**src/rtl/display7_pkg.sv**
```systemverilog
// display7_pkg: shared types and constants for the 7-segment readback path.
// Segment bit order is bit0=a ... bit6=g. All patterns are active-low (0 = lit).
// Optional feature macro (used by display7_seg2bin): DISPLAY7_READER_HEX_EN.
package display7_pkg;

  // Segment bit positions within a 7-bit pattern.
  localparam int SEG_BIT_A = 0;
  localparam int SEG_BIT_B = 1;
  localparam int SEG_BIT_C = 2;
  localparam int SEG_BIT_D = 3;
  localparam int SEG_BIT_E = 4;
  localparam int SEG_BIT_F = 5;
  localparam int SEG_BIT_G = 6;

  // Active-low patterns, g..a.
  localparam logic [6:0] SEG_0     = 7'h40;
  localparam logic [6:0] SEG_1     = 7'h79;
  localparam logic [6:0] SEG_2     = 7'h24;
  localparam logic [6:0] SEG_3     = 7'h30;
  localparam logic [6:0] SEG_4     = 7'h19;
  localparam logic [6:0] SEG_5     = 7'h12;
  localparam logic [6:0] SEG_6     = 7'h02;
  localparam logic [6:0] SEG_7     = 7'h78;
  localparam logic [6:0] SEG_8     = 7'h00;
  localparam logic [6:0] SEG_9     = 7'h10;
  localparam logic [6:0] SEG_A     = 7'h08;
  localparam logic [6:0] SEG_B     = 7'h03;
  localparam logic [6:0] SEG_C     = 7'h46;
  localparam logic [6:0] SEG_D     = 7'h21;
  localparam logic [6:0] SEG_E     = 7'h06;
  localparam logic [6:0] SEG_F     = 7'h0E;
  localparam logic [6:0] SEG_BLANK = 7'h7F;

  // Decode result: hit = recognised digit, blank = all segments dark.
  typedef struct packed {
    logic       hit;
    logic       blank;
    logic [3:0] value;
  } seg_dec_t;

  function automatic seg_dec_t seg_hit(input logic [3:0] v);
    seg_dec_t d;
    d.hit   = 1'b1;
    d.blank = 1'b0;
    d.value = v;
    return d;
  endfunction

endpackage

```
**src/rtl/display7_reader_if.sv**
```systemverilog
// display7_reader_if: observed display bus (segments + anodes) and recovered digit state.
// Ports: iSeg/iAn driven by the display side (master), oDigits/oValid/oErr/oUpdate by the reader (slave).
// All signals are sampled/produced on the reader's clock; there is no handshake or backpressure.
interface display7_reader_if #(
  parameter int DIGITS = 8
);
  logic [6:0]          iSeg;
  logic [DIGITS-1:0]   iAn;
  logic [4*DIGITS-1:0] oDigits;
  logic [DIGITS-1:0]   oValid;
  logic [DIGITS-1:0]   oErr;
  logic                oUpdate;

  modport master (output iSeg, iAn, input oDigits, oValid, oErr, oUpdate);
  modport slave  (input iSeg, iAn, output oDigits, oValid, oErr, oUpdate);
endinterface

```
**src/rtl/display7_seg2bin.sv**
```systemverilog
// display7_seg2bin: combinational active-low 7-segment pattern to digit decoder.
// Ports: i_seg (7-bit pattern, bit0=a), o_dec (seg_dec_t: hit, blank, value). Zero latency.
// DISPLAY7_READER_HEX_EN adds A..F (values 10..15); otherwise those patterns are misses.
import display7_pkg::*;

module display7_seg2bin (
  input  logic [6:0] i_seg,
  output seg_dec_t   o_dec
);

  always_comb begin
    o_dec = '0;
    case (i_seg)
      SEG_0:     o_dec = seg_hit(4'd0);
      SEG_1:     o_dec = seg_hit(4'd1);
      SEG_2:     o_dec = seg_hit(4'd2);
      SEG_3:     o_dec = seg_hit(4'd3);
      SEG_4:     o_dec = seg_hit(4'd4);
      SEG_5:     o_dec = seg_hit(4'd5);
      SEG_6:     o_dec = seg_hit(4'd6);
      SEG_7:     o_dec = seg_hit(4'd7);
      SEG_8:     o_dec = seg_hit(4'd8);
      SEG_9:     o_dec = seg_hit(4'd9);
`ifdef DISPLAY7_READER_HEX_EN
      SEG_A:     o_dec = seg_hit(4'd10);
      SEG_B:     o_dec = seg_hit(4'd11);
      SEG_C:     o_dec = seg_hit(4'd12);
      SEG_D:     o_dec = seg_hit(4'd13);
      SEG_E:     o_dec = seg_hit(4'd14);
      SEG_F:     o_dec = seg_hit(4'd15);
`endif
      SEG_BLANK: o_dec.blank = 1'b1;
      default:   o_dec = '0;
    endcase
  end

endmodule

```
**src/rtl/display7_reader.sv**
```systemverilog
// display7_reader: rebuilds per-digit values from a multiplexed active-low 7-segment bus.
// Ports: iClk, iRst_n (async active-low); bus.slave carries iSeg/iAn in, oDigits/oValid/oErr/oUpdate out.
// A pair held STABLE_CYCLES+1 edges is captured on the last of them; no backpressure, all outputs registered.
// Optional feature: DISPLAY7_READER_HEX_EN (hex A..F decode, see display7_seg2bin).
import display7_pkg::*;

module display7_reader #(
  parameter int DIGITS        = 8,
  parameter int STABLE_CYCLES = 4
) (
  input  logic              iClk,
  input  logic              iRst_n,
  display7_reader_if.slave  bus
);

  localparam logic [7:0] L_SAT = 8'(STABLE_CYCLES);
  localparam logic [7:0] L_CAP = 8'(STABLE_CYCLES - 1);

  logic [6:0]          r_seg;
  logic [DIGITS-1:0]   r_an;
  logic [7:0]          r_cnt;
  logic [4*DIGITS-1:0] r_digits;
  logic [DIGITS-1:0]   r_valid;
  logic [DIGITS-1:0]   r_err;
  logic                r_update;

  logic [DIGITS-1:0]   w_an_lo;
  logic                w_onehot;
  logic                w_match;
  logic                w_capture;
  logic                w_change;
  logic [4*DIGITS-1:0] w_digits_nxt;
  logic [DIGITS-1:0]   w_valid_nxt;
  logic [DIGITS-1:0]   w_err_nxt;
  seg_dec_t            w_dec;

  // Decode the registered pattern so the capture uses exactly the pair that was qualified.
  display7_seg2bin u_seg2bin (
    .i_seg (r_seg),
    .o_dec (w_dec)
  );

  assign w_an_lo   = ~r_an;
  assign w_onehot  = (w_an_lo != '0) && ((w_an_lo & (w_an_lo - DIGITS'(1))) == '0);
  assign w_match   = (bus.iSeg == r_seg) && (bus.iAn == r_an);
  // cnt reaches STABLE_CYCLES-1 only once per run and then saturates past it,
  // so a long hold yields a single capture.
  assign w_capture = w_match && w_onehot && (r_cnt == L_CAP);

  always_comb begin
    w_digits_nxt = r_digits;
    w_valid_nxt  = r_valid;
    w_err_nxt    = r_err;
    if (w_capture) begin
      for (int k = 0; k < DIGITS; k++) begin
        if (!r_an[k]) begin
          if (w_dec.hit) begin
            w_digits_nxt[4*k +: 4] = w_dec.value;
            w_valid_nxt[k]         = 1'b1;
            w_err_nxt[k]           = 1'b0;
          end else begin
            // Blank clears both flags; anything else is an error. Digit value is kept.
            w_valid_nxt[k] = 1'b0;
            w_err_nxt[k]   = !w_dec.blank;
          end
        end
      end
    end
  end

  // A capture that reproduces the current state is silent.
  assign w_change = (w_digits_nxt != r_digits) || (w_valid_nxt != r_valid) ||
                    (w_err_nxt != r_err);

  always_ff @(posedge iClk or negedge iRst_n) begin
    if (!iRst_n) begin
      r_seg    <= SEG_BLANK;
      r_an     <= '1;
      r_cnt    <= 8'd0;
      r_digits <= '0;
      r_valid  <= '0;
      r_err    <= '0;
      r_update <= 1'b0;
    end else begin
      r_seg <= bus.iSeg;
      r_an  <= bus.iAn;
      if (!w_match || !w_onehot) begin
        r_cnt <= 8'd0;
      end else if (r_cnt != L_SAT) begin
        r_cnt <= r_cnt + 8'd1;
      end
      r_digits <= w_digits_nxt;
      r_valid  <= w_valid_nxt;
      r_err    <= w_err_nxt;
      r_update <= w_change;
    end
  end

  assign bus.oDigits = r_digits;
  assign bus.oValid  = r_valid;
  assign bus.oErr    = r_err;
  assign bus.oUpdate = r_update;

endmodule

```
**src/flat_wrapper.sv**
```systemverilog
// flat-port wrapper written by rule: the top's interface ports become plain ports
module display7_reader_flat 
#(
  parameter int DIGITS        = 8,
  parameter int STABLE_CYCLES = 4
)
  (iClk, iRst_n, bus_iSeg, bus_iAn, bus_oDigits, bus_oValid, bus_oErr, bus_oUpdate);
  display7_reader_if #(.DIGITS(DIGITS)) bus_i ();
  input  logic iClk;
  input  logic iRst_n;
  input wire logic [$bits(bus_i.iSeg)-1:0] bus_iSeg;
  input wire logic [$bits(bus_i.iAn)-1:0] bus_iAn;
  output wire logic [$bits(bus_i.oDigits)-1:0] bus_oDigits;
  output wire logic [$bits(bus_i.oValid)-1:0] bus_oValid;
  output wire logic [$bits(bus_i.oErr)-1:0] bus_oErr;
  output wire logic [$bits(bus_i.oUpdate)-1:0] bus_oUpdate;
  assign bus_i.iSeg = bus_iSeg;
  assign bus_i.iAn = bus_iAn;
  assign bus_oDigits = bus_i.oDigits;
  assign bus_oValid = bus_i.oValid;
  assign bus_oErr = bus_i.oErr;
  assign bus_oUpdate = bus_i.oUpdate;
  display7_reader #(.DIGITS(DIGITS), .STABLE_CYCLES(STABLE_CYCLES)) u_core (.iClk(iClk), .iRst_n(iRst_n), .bus(bus_i));
endmodule
```
**config.mk**
```make
export PLATFORM = sky130hd
export DESIGN_NAME = display7_reader_flat
export DESIGN_NICKNAME = d
export VERILOG_FILES = /design/src/rtl/display7_pkg.sv /design/src/rtl/display7_reader_if.sv /design/src/rtl/display7_seg2bin.sv /design/src/rtl/display7_reader.sv /design/src/flat_wrapper.sv
export SDC_FILE = /design/constraint.sdc
export NUM_CORES = 1
export LEC_CHECK = 0
export BUFFER_PORTS_ARGS = -buffer_cell sky130_fd_sc_hd__buf_2
export CAP_MARGIN = 20
export CORE_MARGIN = 4
export CORE_UTILIZATION = 59
export CTS_BUF_LIST = sky130_fd_sc_hd__clkbuf_4
export DETAILED_ROUTE_END_ITERATION = 6
export GPL_TIMING_DRIVEN = 0
export PLACE_DENSITY = 0.88
export SYNTH_ARGS = -nofsm -noshare
export SYNTH_HDL_FRONTEND = slang
export SYNTH_HIERARCHICAL = 1
export SYNTH_SLANG_ARGS = --single-unit
```
**constraint.sdc**
```tcl
create_clock -name iClk -period 3.2 [get_ports iClk]
set_clock_uncertainty 0.15 [all_clocks]
set_input_delay 0.16 -clock iClk [delete_from_list [all_inputs] [get_ports iClk]]
set_output_delay 0.16 -clock iClk [all_outputs]
set_load 0.01 [all_outputs]
```
Word-level counts from Yosys, hierarchy flattened
Index checks and enable logic that the tools add are counted.
{"block": "totals", "ff_bits": 72, "input_bits": 17, "wordCells": 85}
{"block": "classes", "add_sub_neg": 2, "eq_ne": 17, "mux": 42, "bitwise_logic": 2, "reduce_logical": 15}
{"op": "2-to-1 mux 4 bit", "n": 16}
{"op": "one-hot mux 4 bit (9 select lines)", "n": 1}
{"op": "2-to-1 mux 32 bit", "n": 1}
{"op": "2-to-1 mux 8 bit", "n": 4}
{"op": "!= test 32 bit", "n": 1}
{"op": "== test 7 bit, second input constant", "n": 4}
{"op": "== test 7 x 5 -> 1 bit, second input constant", "n": 3}
{"op": "2-to-1 mux 1 bit", "n": 20}
{"op": "!= test 8 bit", "n": 2}
{"op": "== test 7 x 6 -> 1 bit, second input constant", "n": 2}
{"op": "OR reduction 10 bit", "n": 1}
{"op": "adder 8 x 1 -> 8 bit, second input constant", "n": 1}
{"op": "bitwise AND 8 bit", "n": 1}
{"op": "== test 8 x 2 -> 1 bit, second input constant", "n": 1}
{"op": "== test 8 bit", "n": 1}
{"op": "zero test 8 bit", "n": 1}
{"op": "!= test 8 x 3 -> 1 bit, second input constant", "n": 1}
{"op": "inverter 8 bit", "n": 1}
{"op": "nonzero test 8 bit", "n": 1}
{"op": "subtractor 8 x 1 -> 8 bit, second input constant", "n": 1}
{"op": "== test 7 x 2 -> 1 bit, second input constant", "n": 1}
{"op": "== test 7 bit", "n": 1}
{"op": "zero test 7 bit", "n": 1}
{"op": "logical AND 1 bit", "n": 4}
{"op": "other kinds (3)", "n": 7}

Depth between registers and ports, before layout
{"block": "logic_depth", "depth_word": 11, "ltp_mapped": 10, "ltp_nobuf": 9}

By module
The synthesis kept the hierarchy.
{"module": "display7_reader", "instances": 1, "cells_each": 335, "area_each_um2": 3882.5}
{"module": "display7_seg2bin", "instances": 1, "cells_each": 23, "area_each_um2": 153.9}

Worst setup path before layout
No wires, ideal clock.
{"block": "synth_timing", "path_type": "register to register", "startpoint": "register u_core.r_seg[0]", "endpoint": "register u_core.r_update (netlist: u_core/bus.oUpdate)", "setup_ns": 0.149, "t_arrival_ns": 2.585, "required_ns": 2.901, "setup_slack_ns": 0.316, "path_stages_with_launch": 9, "n_path_buf": 0, "cell_sequence": "dfstp_2 > or3_4 > nor4_1 > inv_1 > a22oi_1 > o22ai_1 > a2111o_1 > o31ai_1 > a41oi_1"}
{"item": "from (decl)", "line_no": "display7_reader.sv:19", "rtl": "logic [6:0] r_seg;"}
{"item": "from (signal assigned)", "line_no": "display7_reader.sv:85", "rtl": "r_seg <= bus.iSeg;"}
{"item": "to (signal assigned)", "line_no": "display7_reader.sv:95", "rtl": "r_update <= w_change;"}
{"item": "to (decl)", "line_no": "display7_reader.sv:25", "rtl": "logic r_update;"}

==> reports/metrics.yaml <==
status: "finished, violations left"
violations: "negative setup slack"
fin_ws_ps: -80.1
path_clk_slew_ps: 120
async_flop_share: 1.00
antenna_found_initial: 0
cp-end-kind: "register"
vias_per_cell: 6.46
drive_gt1_frac: 0.402
hold_path_class: "primary input to register"
routed_wl_microns: 10700
fmax_mhz: 305
final.min_clock_period_ps: 3280
die_height_microns: 90.7
slew_viol_final: 0
path_class: "register to register"
synth_area_per_cell_sq_um: 11.3
grt_pass1_vias: 3315
overflow: 0
cts_root_buf: "clkbuf_4"
max_stage_delay_ps: 620
yosys.area.top_type_share: 0.353
core_area_sq_um: 6490
ys_warn_count: 6
crit_chain: "and4_1 -> nand2_1 -> o21ai_0 -> buf_4 -> clkinvlp_4 -> a221o_1 -> a2111oi_4 -> o2111ai_1 -> o31ai_1 -> a41oi_1"
synth_area_sq_um: 4040
drtIter0Drc: 364
yosys-top-cells-area: "dfrtp_1 (35%), mux2_2 (10%), dfstp_2 (9.8%), xnor2_1 (6.1%), mux2_4 (3.0%)"
grt_max_degree: 73
ir_worst_vdd_mv: 0.249
finalSetupViolations: 1
fp.dieW_microns: 90.7
syn2layout_area_growth_pct: 21.3
crit_cells: 10
synth_top_cell_by_area: "dfrtp_1"
finalWeightedCongestion: 0.954
start_util: 0.621
finalCritPeriodShare: 1.03
yosysSeqAreaShare: 0.451
numClockSinks: 72
cp.arrival_ps: 3390
cp_data_required_time_ps: 3310
slowest_stage: "dfstp_2"
firstDrtPassIters: 6
port_buffers: 65
rows: 29
cts_max_path_buffers: 2
synth_fp_nets: 377
synth_flop_cell: "dfrtp_1"
cp_num_buf_inv: 2
finalNetCount: 477
cts_buffers: 9
r2r_cells: 10
die-area_sq_um: 8230
clock_latency_ps: 420
wl_per_cell_microns: 19.8
diodes: 0
hpwl_microns: 7320
leakage_nw: 2.29
p_per_area_nw_per_um2: 376
cts_tree: "built"
synth_common_cells: "dfrtp_1 (57), mux2_2 (36), xnor2_1 (28), nor2_1 (23), inv_1 (16)"
htree_levels: 3
worst-path-max-fanout: 7
crit_path_start_kind: "register"
syn_inst: 358
synth_cell_type_count: 67
grt_pass1_wl_microns: 16900
hold_ws_ps: 240
slew_headroom: 0.410
multi_input_area_sq_um: 2050
holdPathStages: 2
vias: 3491
dp_slack_ps: -174
ios: 66
hold_viol_final: 0
ant_nets: 0
register_area_sq_um: 1820
synth-seq-cells: 72
fill_cells: 430
drc: 0
worst_slew_pin_slew_ps: 886
synth_edf_count: 0
crit_family: "compound AO/OA/AOI/OAI gates"
drv_cap: 0
grt_usage: 0.256
synth.most_common_cell: "dfrtp_1"
## registers in the layout (all words and copies together) (netlist names)
| signal | count |
|---|---|
| u_core/r_an | 8 |
| u_core/bus.oDigits | 32 |
| u_core/bus.oValid | 8 |
| u_core/bus.oErr | 8 |
| u_core/bus.oUpdate | 1 |
| u_core/r_cnt | 8 |
| u_core/r_seg | 7 |
## layer usage
metal | share of wire | global-route usage
met1 | 0.40 | 0.351
met2 | 0.47 | 0.393
met3 | 0.084 | 0.0450
met4 | 0.038 | 0.124
met5 | 0 | 0
## layout make-up
cell class                      instances  area share
Multi-Input combinational cell        248       0.419
Sequential cell                        72       0.372
Timing Repair Buffer                   89       0.111
Buffer                                 21      0.0271
Clock inverter                          7      0.0225
Tap cell                               77      0.0197
Inverter                               17      0.0141
Clock buffer                            9      0.0138
## through the flow
stage | area (sq um) | cells | setup TNS [ps] | power, mW | utilization
2_1_floorplan | 4040 | 358 | 0 | 1.05 | -
3_3_place_gp | 4460 | 500 | -352 | 1.10 | 0.686
3_5_place_dp | 4470 | 501 | -174 | 1.10 | 0.688
4_1_cts | 4820 | 533 | 0 | 1.83 | 0.742
5_1_grt | 4890 | 540 | -90.0 | 1.90 | 0.754
6_report | 4890 | 540 | -80.1 | 1.84 | 0.754
## placed cells by master (no fill, tap or decap), drive strengths merged, types with 3 or more instances in the layout
cell type	count
nor2	24
nor4	3
clkinv	4
or3	3
a221oi	3
inv	15
dfrtp	57
nand4	5
and4	3
bufinv	3
nor3	14
xor2	8
a31oi	7
o21ai	8
xnor2	28
o221ai	3
a21oi	12
o22ai	11
mux2	44
buf	86
nand2b	9
mux2i	4
nand3	10
nand2	9
a2111oi	3
dfstp	15
clkbuf	17
dlygate4sd3	16
## power breakdown
| group | leakage (nW) | total (mW) | internal (mW) | switching (mW) |
|---|---|---|---|---|
| Sequential | 0.934 | 0.940 | 0.927 | 0.0123 |
| Combinational | 1.26 | 0.179 | 0.0742 | 0.105 |
| Clock | 0.0910 | 0.720 | 0.389 | 0.331 |
## cells by family after synthesis
group                    share of synthesized area
adder cells (fa/ha/maj)                    0.00868
AO/OA/AOI/OAI                                0.121
flip-flops                                   0.451
multiplexers                                 0.140
XOR/XNOR                                    0.0781
buffers and inverters                       0.0480
AND/OR/NAND/NOR                              0.153
## what timing repair did
item                       in CTS  in global routing
gates resized for setup         6                  6
hold buffers                   16                  0
pin swaps                       0                  3
hold endpoints to repair       72                  0
setup endpoints to repair       1                  1
buffers inserted                0                  7
## worst paths after layout
check / start / to / slack [ps]
worst max-delay path: u_core/r_seg[5] / u_core/bus.oUpdate / -80
worst min-delay path: bus_iAn[4] / u_core/r_an[4] / 240
worst max register to register: u_core/r_seg[5] / u_core/bus.oUpdate / -80
worst min register to register: u_core/r_cnt[7] / u_core/r_cnt[7] / 420
max in group asynchronous: iRst_n / u_core/bus.oDigits[10] / 2080
min in group asynchronous: iRst_n / u_core/r_cnt[0] / 250
Power figures use the tool's default switching activity.
